### src/rtl/maze_pkg.sv
// Shared maze definitions: move encoding, replay state type and default coordinate width.
package maze_pkg;

  localparam int DEFAULT_WIDTH = 4;

  // The row is the axis when the move bits are equal; bit 0 selects increment.
  localparam logic [1:0] MOVE_UP    = 2'b00;
  localparam logic [1:0] MOVE_DOWN  = 2'b11;
  localparam logic [1:0] MOVE_RIGHT = 2'b01;
  localparam logic [1:0] MOVE_LEFT  = 2'b10;

  typedef enum logic [1:0] {
    IDLE  = 2'd0,
    EMIT  = 2'd1,
    FETCH = 2'd2,
    DONE  = 2'd3
  } replayStateT;

endpackage

### src/rtl/coord_step.sv
// Combinational single-step coordinate update with grid-edge detection.
// Also used by the solver for its bounds checks.
module coord_step
  import maze_pkg::*;
#(
  parameter int WIDTH = DEFAULT_WIDTH
) (
  input  logic [WIDTH-1:0] row,
  input  logic [WIDTH-1:0] col,
  input  logic [1:0]       move,
  output logic [WIDTH-1:0] next_row,
  output logic [WIDTH-1:0] next_col,
  output logic             oob
);

  localparam logic [WIDTH-1:0] MAX_COORD = '1;
  localparam logic [WIDTH-1:0] ONE       = WIDTH'(1);

  logic             rowAxis;
  logic             increment;
  logic [WIDTH-1:0] axisVal;
  logic [WIDTH-1:0] stepped;

  always_comb begin
    rowAxis   = ~(move[1] ^ move[0]);
    increment = move[0];
    axisVal   = rowAxis ? row : col;
    oob       = increment ? (axisVal == MAX_COORD) : (axisVal == '0);
    stepped   = increment ? (axisVal + ONE) : (axisVal - ONE);
    next_row  = row;
    next_col  = col;
    // An out-of-grid move leaves the coordinate untouched rather than wrapping.
    if (!oob) begin
      if (rowAxis) next_row = stepped;
      else         next_col = stepped;
    end
  end

endmodule

### src/rtl/path_replayer.sv
// Drains the solver's path queue and streams the visited cells over valid/ready.
// Optional PATH_STEP_COUNT_EN adds a saturating step_count output.
module path_replayer
  import maze_pkg::*;
#(
  parameter int WIDTH     = DEFAULT_WIDTH,
  parameter int START_ROW = 0,
  parameter int START_COL = 0
) (
  input  logic             clk,
  input  logic             rst,
  input  logic             start,
  input  logic [1:0]       q_move,
  input  logic             q_empty,
  output logic             q_pop,
  output logic             out_valid,
  input  logic             out_ready,
  output logic [WIDTH-1:0] out_row,
  output logic [WIDTH-1:0] out_col,
  output logic [1:0]       out_move,
  output logic             out_last,
  output logic             busy,
  output logic             done,
  output logic             err
`ifdef PATH_STEP_COUNT_EN
  ,
  output logic [WIDTH+3:0] step_count
`endif
);

  localparam logic [WIDTH-1:0] ROW_START = WIDTH'(START_ROW);
  localparam logic [WIDTH-1:0] COL_START = WIDTH'(START_COL);

  replayStateT      state;
  logic [WIDTH-1:0] rowReg;
  logic [WIDTH-1:0] colReg;
  logic [1:0]       moveReg;
  logic             popReg;
  logic             validReg;
  logic             busyReg;
  logic             doneReg;
  logic             errReg;

  logic [WIDTH-1:0] stepRow;
  logic [WIDTH-1:0] stepCol;
  logic             stepOob;
  logic             accept;
  logic             startTake;

  coord_step #(.WIDTH(WIDTH)) uStep (
    .row      (rowReg),
    .col      (colReg),
    .move     (q_move),
    .next_row (stepRow),
    .next_col (stepCol),
    .oob      (stepOob)
  );

  assign accept    = validReg & out_ready;
  assign startTake = start & ((state == IDLE) | (state == DONE));

  always_ff @(posedge clk) begin
    if (rst) begin
      state    <= IDLE;
      rowReg   <= ROW_START;
      colReg   <= COL_START;
      moveReg  <= MOVE_UP;
      popReg   <= 1'b0;
      validReg <= 1'b0;
      busyReg  <= 1'b0;
      doneReg  <= 1'b0;
      errReg   <= 1'b0;
    end else begin
      case (state)
        IDLE, DONE: begin
          if (start) begin
            state    <= EMIT;
            rowReg   <= ROW_START;
            colReg   <= COL_START;
            moveReg  <= MOVE_UP;
            errReg   <= 1'b0;
            validReg <= 1'b1;
            busyReg  <= 1'b1;
            doneReg  <= 1'b0;
          end
        end
        EMIT: begin
          if (accept) begin
            validReg <= 1'b0;
            if (q_empty) begin
              state   <= DONE;
              busyReg <= 1'b0;
              doneReg <= 1'b1;
            end else begin
              state  <= FETCH;
              popReg <= 1'b1;
            end
          end
        end
        FETCH: begin
          // The popped move is consumed even when it would leave the grid.
          popReg <= 1'b0;
          if (stepOob) begin
            state   <= DONE;
            errReg  <= 1'b1;
            busyReg <= 1'b0;
            doneReg <= 1'b1;
          end else begin
            state    <= EMIT;
            rowReg   <= stepRow;
            colReg   <= stepCol;
            moveReg  <= q_move;
            validReg <= 1'b1;
          end
        end
        default: state <= IDLE;
      endcase
    end
  end

`ifdef PATH_STEP_COUNT_EN
  logic [WIDTH+3:0] stepCountReg;
  logic             firstBeatReg;

  always_ff @(posedge clk) begin
    if (rst) begin
      stepCountReg <= '0;
      firstBeatReg <= 1'b0;
    end else if (startTake) begin
      stepCountReg <= '0;
      firstBeatReg <= 1'b1;
    end else if (accept) begin
      firstBeatReg <= 1'b0;
      // The start-cell beat is not a step; the count saturates instead of wrapping.
      if (!firstBeatReg && (stepCountReg != '1))
        stepCountReg <= stepCountReg + (WIDTH+4)'(1);
    end
  end

  assign step_count = stepCountReg;
`endif

  assign q_pop     = popReg;
  assign out_valid = validReg;
  assign out_row   = rowReg;
  assign out_col   = colReg;
  assign out_move  = moveReg;
  assign out_last  = validReg & q_empty;
  assign busy      = busyReg;
  assign done      = doneReg;
  assign err       = errReg;

endmodule
### config.mk
export PLATFORM = sky130hd
export DESIGN_NAME = path_replayer
export DESIGN_NICKNAME = d
export VERILOG_FILES = /design/src/rtl/maze_pkg.sv /design/src/rtl/coord_step.sv /design/src/rtl/path_replayer.sv
export SDC_FILE = /design/constraint.sdc
export NUM_CORES = 1
export LEC_CHECK = 0
export BUFFER_PORTS_ARGS = -buffer_cell sky130_fd_sc_hd__buf_2
export CORE_ASPECT_RATIO = 0.6
export CORE_MARGIN = 1
export CORE_UTILIZATION = 55
export DETAILED_ROUTE_END_ITERATION = 6
export PLACE_DENSITY = 0.79
export REMOVE_ABC_BUFFERS = 1
export SLEW_MARGIN = 20
export SYNTH_ARGS = -nofsm -noshare
export SYNTH_HDL_FRONTEND = slang
export SYNTH_HIERARCHICAL = 1
export SYNTH_SLANG_ARGS = --single-unit
### constraint.sdc
create_clock -name clk -period 3.5 [get_ports clk]
set_clock_uncertainty 0.15 [all_clocks]
set_input_delay 0.7 -clock clk [delete_from_list [all_inputs] [get_ports clk]]
set_output_delay 0.7 -clock clk [all_outputs]
set_load 0.01 [all_outputs]
==> results by group, run 1 <==
Detailed routing
  • First-pass detailed-route iteration total: 4
  • Vias: 1245
  • Starting DRC count in detailed routing: 126
  • DRC Markers: 0
  • Number of nets with antenna violations after detailed routing: 0
  • Total wire length after detailed routing: 3190 µm
  • Routed via count divided by cell count: 6.19
  • WL/cell: 15.9 µm

Worst setup path
  • FF-to-FF setup slack: 0.91 ns
  • Crit path capture: out_row[3]$_SDFFE_PP0P_
  • Critical Path Source Type: input pin
  • Origin of the critical flop-to-flop path: out_row[1]$_SDFFE_PP0P_
  • Cell with the biggest individual delay on the critical path: sky130_fd_sc_hd__ha_1
  • Type of the worst setup path: input pin to register
  • Crit path required time: 3.48 ns
  • Terminus of the critical flop-to-flop path: busy$_SDFFE_PP0P_
  • Crit-path max cell delay: 0.34 ns
  • Number of cells traversed by the worst register-to-register path: 6
  • Kind of end point of the critical path: register
  • Arrival time of the worst setup path: 2.87 ns
  • Crit-path max FO: 10
  • CP Launch Point: q_move[1]
  • Worst-path cell chain: buf_2 -> and2b_2 -> or2_2 -> nand2_1 -> nand2_1 -> ha_1 -> nand3_1 -> mux2_2 -> a211oi_2 -> o31ai_1 -> nand3_1 -> a21oi_1

Finish
  • Number of antenna repair diodes: 0
  • Most frequent cells in the layout: sky130_fd_sc_hd__buf_2, sky130_fd_sc_hd__dfxtp_1, sky130_fd_sc_hd__a21oi_1, sky130_fd_sc_hd__nand2_1, sky130_fd_sc_hd__nand3_1
  • Finished Cell Area: 1430 µm²
  • Total of fill cells in the finished design: 198
  • Area growth, synth to finish: 11.8%
  • Share of post-route cells with drive strength above 1: 25.1%
  • Count of nets after finishing: 186
  • Final core utilization: 65.6%
  • Most frequent standard cell in the layout excluding fill and tap cells: sky130_fd_sc_hd__buf_2

Power and ir drop
  • Leakage power summed over all cells: 0.000623 µW
  • Total power of the final layout: 531 µW
  • Pwr per Cell Area: 371 nW/µm²
  • Worst-case vdd ir drop: 0.000286 V

Timing
  • Slew at the pin closest to its max-slew limit: 0.886 ns
  • Unrepaired setup endpoints after global routing: no
  • Highest Clock Rate: 346 MHz
  • Final hold violation count: 0
  • Fin crit share: 82.6%
  • Number of pins exceeding their max-slew limit in the final report: 0
  • Final Setup Violations: 0
  • Worst-case setup margin in the final layout: 0.611 ns
  • Setup TNS Final: 0 ns
  • Slew HR: 40.7%
  • Minimum period implied by the final worst setup slack: 2.89 ns

Yosys
  • Number of warnings printed during yosys synthesis: 6
  • Most used flip-flop cell after synthesis: sky130_fd_sc_hd__dfxtp_1
  • Mean instance size in the synthesized netlist: 8.36 µm²
  • Count of cell types in the netlist: 45
  • Number of standard cells after synthesis: 153
  • Area share of the leading cell type in the synthesized netlist: 26.6%
  • Biggest area contributors in the synthesized netlist: sky130_fd_sc_hd__dfxtp_1, sky130_fd_sc_hd__o31ai_1, sky130_fd_sc_hd__a21oi_1
  • Sequential-to-total area share from yosys stat: 26.6%
  • Count of state elements after synthesis: 17
  • Fraction of registers with async set or reset after synthesis: 0%
  • Cell Area, Synth: 1280 µm²
  • Number of enable flip-flop cells after synthesis: 0
  • Synth area leader: sky130_fd_sc_hd__dfxtp_1

Clock tree
  • Total number of clock tree sinks: 17
  • Root Buffer: sky130_fd_sc_hd__clkbuf_8
  • CTS tree: yes
  • CTS Buf Count: 3
  • Clock transition time at the flip-flop clock pins of the worst setup and hold paths: 0.07 ns
  • Longest Clk Path Bufs: 2
  • Clock latency at the later pin of the worst-skew pair: 0.25 ns
  • CTS H-tree lvls: 1
  • Count of instances resized after the clock tree is built: 0
  • Hold-fix buffers at CTS: 0
  • Post-CTS setup repair buffer count: 0

Placed design
  • Final weighted congestion of routability-driven global placement: 0.908
  • Post-Place Worst Slack: 0.414 ns
  • Port buffer count: 22
  • Half-perimeter wire length after placement: 2360 µm
  • Area after detailed placement: 1380 µm²

Die
  • Starting utilization of the core area: 58.7%
  • FP Rows: 13
  • Die Footprint: 2530 µm²
  • Die H: 39.4 µm
  • Die X-Extent: 64.3 µm
  • Standard cell core area: 2180 µm²
  • I/O pins: 23

Status
  • Result of the run: complete, no violations

Global route
  • First-pass GRT wire length: 5150 µm
  • Largest net degree at the start of global routing: 16
  • GRT Residual Overflow: 0
  • Total global routing track utilization: 27.9%
  • Initial antenna violation count: 0
  • Number of global-route vias before repair: 1131

Worst hold path
  • Min-Delay Path Class: register to register

Flow run
  • Max capacitance violation total: 0
## where the power goes
part	leakage (µW)	switching, µW	internal (µW)	total (µW)
registers	0.000138	11.2	208	219
clock network	0.0000255	70.4	79.1	150
logic	0.000459	96.9	65.1	162
total	0.000623	179	352	531
## critical path: cells and delay by family
family | cells | cell delay (ns)
compound gates | 3 | 0.49
fa+ha+maj | 1 | 0.34
buf+inv | 1 | 0.18
mux | 1 | 0.30
simple gates | 6 | 0.84
## cell families (layout without fill, tap and decap cells)
logic type	count (synthesis)	after routing	synth area share [%]
flip-flops	17	17	26.6
AND/OR/NAND/NOR	59	59	26.6
adder cells (fa/ha/maj)	7	7	7.44
buffers and inverters	14	32	5.09
multiplexers	3	3	2.54
XOR/XNOR	4	4	3.33
AO/OA/AOI/OAI	49	49	28.4
## Yosys cell counts (all sizes together), types with 2 or more instances
library cell   n
o211a          3
a21oi         16
o21ai          5
dfxtp         17
xnor2          4
nor2           3
a211oi         3
a21boi         2
nand3         14
nand4          2
nor2b          3
and2b          2
nor3           3
nand2         16
inv            6
or4            3
buf            5
or2            2
mux2           2
o31ai         13
clkbuf         3
and2           4
ha             6
nand2b         3
## worst min path at each step
stage	startpoint	end	slack, ns	cells after the start
floorplan	state[1]$_SDFFE_PP0P_	state[1]$_SDFFE_PP0P_	0.33	2
global placement	out_move[1]$_SDFFE_PP0P_	out_move[1]$_SDFFE_PP0P_	0.31	2
detailed placement	out_move[0]$_SDFFE_PP0P_	out_move[0]$_SDFFE_PP0P_	0.31	2
CTS	out_move[0]$_SDFFE_PP0P_	out_move[0]$_SDFFE_PP0P_	0.33	2
global route	out_move[0]$_SDFFE_PP0P_	out_move[0]$_SDFFE_PP0P_	0.34	2
finish	done$_SDFFE_PP0P_	done$_SDFFE_PP0P_	0.33	2
## metal layers
| metal | part of all wire, % | GRT usage (%) | vias to the layer above |
|---|---|---|---|
| met5 | 0 | 0 | - |
| met4 | 1.2 | 7.22 | 0 |
| met3 | 9.3 | 8.43 | 7 |
| met2 | 44 | 47.1 | 57 |
| met1 | 46 | 35.1 | 576 |
| li1 | - | - | 605 |
## layout make-up
class	instances	area, µm²	area share (%)
Sequential cell	17	340	23.8
Multi-Input combinational cell	122	873	61.1
Clock inverter	1	5.00	0.350
Inverter	6	22.5	1.57
Tap cell	30	37.5	2.62
Timing Repair Buffer	22	110	7.70
Clock buffer	3	41.3	2.89
## metrics by stage
stage | cells | hold slack, ns
final | 201 | 0.328
after global routing | 201 | 0.338
after CTS | 201 | 0.326
after detailed placement | 197 | 0.311
after global placement | 197 | 0.308
after floorplan | 145 | 0.331
## state kept, by name (all words and copies together), names as in the netlist
name and cells:
done 1, out_row 4, out_valid 1, out_move 2, out_col 4, busy 1
q_pop 1, state 2, err 1
Note: power is estimated with default switching activity, not from simulation.
==> run 2: changes to the inputs <==
clock period = 2.9 ns   (was 3.5 ns; I/O delays follow)
==> run 2 against run 1 <==
Against the previous run: cell area is 2.0% higher; worst setup slack worse by 0.42 ns; first-iteration DRC count is 11% lower; combinational power is 24% higher; via count is 2.1% higher; sequential share of layout area is 0.47 points lower; largest power group unchanged; critical endpoint unchanged; register-to-register slack worse by 0.41 ns; non-clock buffer count is 4 higher.
==> results by group, run 2 (same netlist as run 1, synthesis figures left out) <==
Worst setup path
  • Type of the worst setup path: input pin to register (unchanged)
  • Crit path required time: 2.88 ns (was 3.48 ns)
  • Arrival time of the worst setup path: 2.69 ns (was 2.87 ns)
  • Critical Path Source Type: input pin (unchanged)
  • Kind of end point of the critical path: register (unchanged)
  • Crit-path max FO: 4 (was 10)

Die
  • Starting utilization of the core area: 58.7% (unchanged)
  • FP Rows: 13 (unchanged)
  • I/O pins: 23 (unchanged)
  • Standard cell core area: 2180 µm² (unchanged)
  • Die Footprint: 2530 µm² (unchanged)
  • Die X-Extent: 64.3 µm (unchanged)
  • Die H: 39.4 µm (unchanged)

Clock tree
  • CTS tree: yes (unchanged)
  • CTS Buf Count: 3 (unchanged)
  • Clock transition time at the flip-flop clock pins of the worst setup and hold paths: 0.06 ns (was 0.07 ns)
  • CTS H-tree lvls: 1 (unchanged)
  • Clock latency at the later pin of the worst-skew pair: 0.25 ns (about the same)
  • Longest Clk Path Bufs: 2 (unchanged)
  • Count of instances resized after the clock tree is built: 0 (unchanged)
  • Post-CTS setup repair buffer count: 0 (unchanged)
  • Total number of clock tree sinks: 17 (unchanged)
  • Root Buffer: sky130_fd_sc_hd__clkbuf_8 (unchanged)
  • Hold-fix buffers at CTS: 0 (unchanged)

Detailed routing
  • Vias: 1271 (was 1245)
  • Number of nets with antenna violations after detailed routing: 0 (unchanged)
  • First-pass detailed-route iteration total: 4 (unchanged)
  • WL/cell: 16.2 µm (was 15.9 µm)
  • DRC Markers: 0 (unchanged)
  • Total wire length after detailed routing: 3320 µm (was 3190 µm)
  • Starting DRC count in detailed routing: 112 (was 126)
  • Routed via count divided by cell count: 6.20 (was 6.19)

Worst hold path
  • Min-Delay Path Class: register to register (unchanged)

Global route
  • Largest net degree at the start of global routing: 16 (unchanged)
  • Initial antenna violation count: 0 (unchanged)
  • First-pass GRT wire length: 4870 µm (was 5150 µm)
  • Total global routing track utilization: 27.0% (was 27.9%)
  • Number of global-route vias before repair: 994 (was 1131)
  • GRT Residual Overflow: 0 (unchanged)

Placed design
  • Port buffer count: 22 (unchanged)
  • Final weighted congestion of routability-driven global placement: 0.999 (was 0.908)
  • Half-perimeter wire length after placement: 2390 µm (was 2360 µm)
  • Area after detailed placement: 1410 µm² (was 1380 µm²)

Finish
  • Most frequent standard cell in the layout excluding fill and tap cells: sky130_fd_sc_hd__buf_2 (unchanged)
  • Finished Cell Area: 1460 µm² (was 1430 µm²)
  • Area taken by flip-flops and latches: 340 µm² (unchanged)
  • Share of post-route cells with drive strength above 1: 26.3% (was 25.1%)
  • Total of fill cells in the finished design: 184 (was 198)
  • Multi-input logic area: 873 µm² (unchanged)
  • Area growth, synth to finish: 14.1% (was 11.8%)
  • Count of nets after finishing: 190 (was 186)
  • Number of antenna repair diodes: 0 (unchanged)
  • Final core utilization: 66.9% (was 65.6%)
  • Most frequent cells in the layout: sky130_fd_sc_hd__buf_2, sky130_fd_sc_hd__dfxtp_1, sky130_fd_sc_hd__a21oi_1, sky130_fd_sc_hd__nand2_1, sky130_fd_sc_hd__nand3_1 (unchanged)

Timing
  • Unrepaired setup endpoints after global routing: no (unchanged)
  • Fin crit share: 93.5%
  • Slew HR: 46.3% (was 40.7%)
  • Slew at the pin closest to its max-slew limit: 0.803 ns (was 0.886 ns)
  • Minimum period implied by the final worst setup slack: 2.71 ns
  • Setup TNS Final: 0 ns (unchanged)
  • Highest Clock Rate: 369 MHz
  • Final hold violation count: 0 (unchanged)
  • Number of pins exceeding their max-slew limit in the final report: 0 (unchanged)
  • Final Setup Violations: 0 (unchanged)

Power and ir drop
  • Leakage power summed over all cells: 0.000640 µW (was 0.000623 µW)
  • Pwr per Cell Area: 440 nW/µm² (was 371 nW/µm²)
  • Worst-case vdd ir drop: 0.000287 V (was 0.000286 V)

Flow run
  • Max capacitance violation total: 0 (unchanged)

Status
  • Result of the run: complete, no violations (unchanged)
-- run 2: metal layers --
layer / track usage [%] / share of wire, % / vias up
met5: 0 / 0 / -
met4: 11.1 / 1.7 / 0
met3: 7.85 / 9.4 / 8
met2: 42.4 / 43 / 65
met1: 35.1 / 45 / 589
li1: - / - / 609
-- run 2: power by group --
| part | internal [µW] | total, µW | switching [µW] |
|---|---|---|---|
| sequential | 251 | 265 | 13.7 |
| clock | 97.5 | 177 | 79.2 |
| combinational | 82.7 | 201 | 118 |
-- run 2: per-stage QoR --
| stage | std cells | worst slack, ns | hold slack (ns) | total power (µW) |
|---|---|---|---|---|
| final | 205 | 0.187 | 0.331 | 642 |
| after global routing | 205 | 0.0989 | 0.349 | 675 |
| after CTS | 205 | 0.247 | 0.331 | 646 |
| after detailed placement | 201 | 0.00855 | 0.322 | 466 |
| after global placement | 201 | 0.114 | 0.309 | 458 |
| after floorplan | 145 | 0.311 | 0.331 | 403 |
-- run 2: final timing paths --
kind	from	end	slack, ns	depth (start not counted)
hold reg to reg	done$_SDFFE_PP0P_	done$_SDFFE_PP0P_	0.33	2
hold / removal	done$_SDFFE_PP0P_	done$_SDFFE_PP0P_	0.33	2
setup reg to reg	out_col[1]$_SDFFE_PP0P_	busy$_SDFFE_PP0P_	0.50	8
setup / recovery	q_move[1]	out_row[3]$_SDFFE_PP0P_	0.19	12
-- run 2: critical path: stages --
cell and delay, ns:
sky130_fd_sc_hd__buf_2 0.09, sky130_fd_sc_hd__and2b_2 0.24, sky130_fd_sc_hd__or2_2 0.29, sky130_fd_sc_hd__nand2_1 0.07
sky130_fd_sc_hd__nand2_1 0.06, sky130_fd_sc_hd__ha_1 0.36, sky130_fd_sc_hd__nand3_1 0.12, sky130_fd_sc_hd__mux2_2 0.31
sky130_fd_sc_hd__a211oi_2 0.29, sky130_fd_sc_hd__o31ai_1 0.13, sky130_fd_sc_hd__nand3_1 0.09, sky130_fd_sc_hd__a21oi_1 0.07
-- run 2: final cells by class --
type / instances / area share [%]
multi-input combinational: 122 / 59.9
timing repair buffer: 26 / 9.61
clock buffer: 4 / 3.09
inverter: 6 / 1.54
sequential: 17 / 23.3
tap: 30 / 2.57
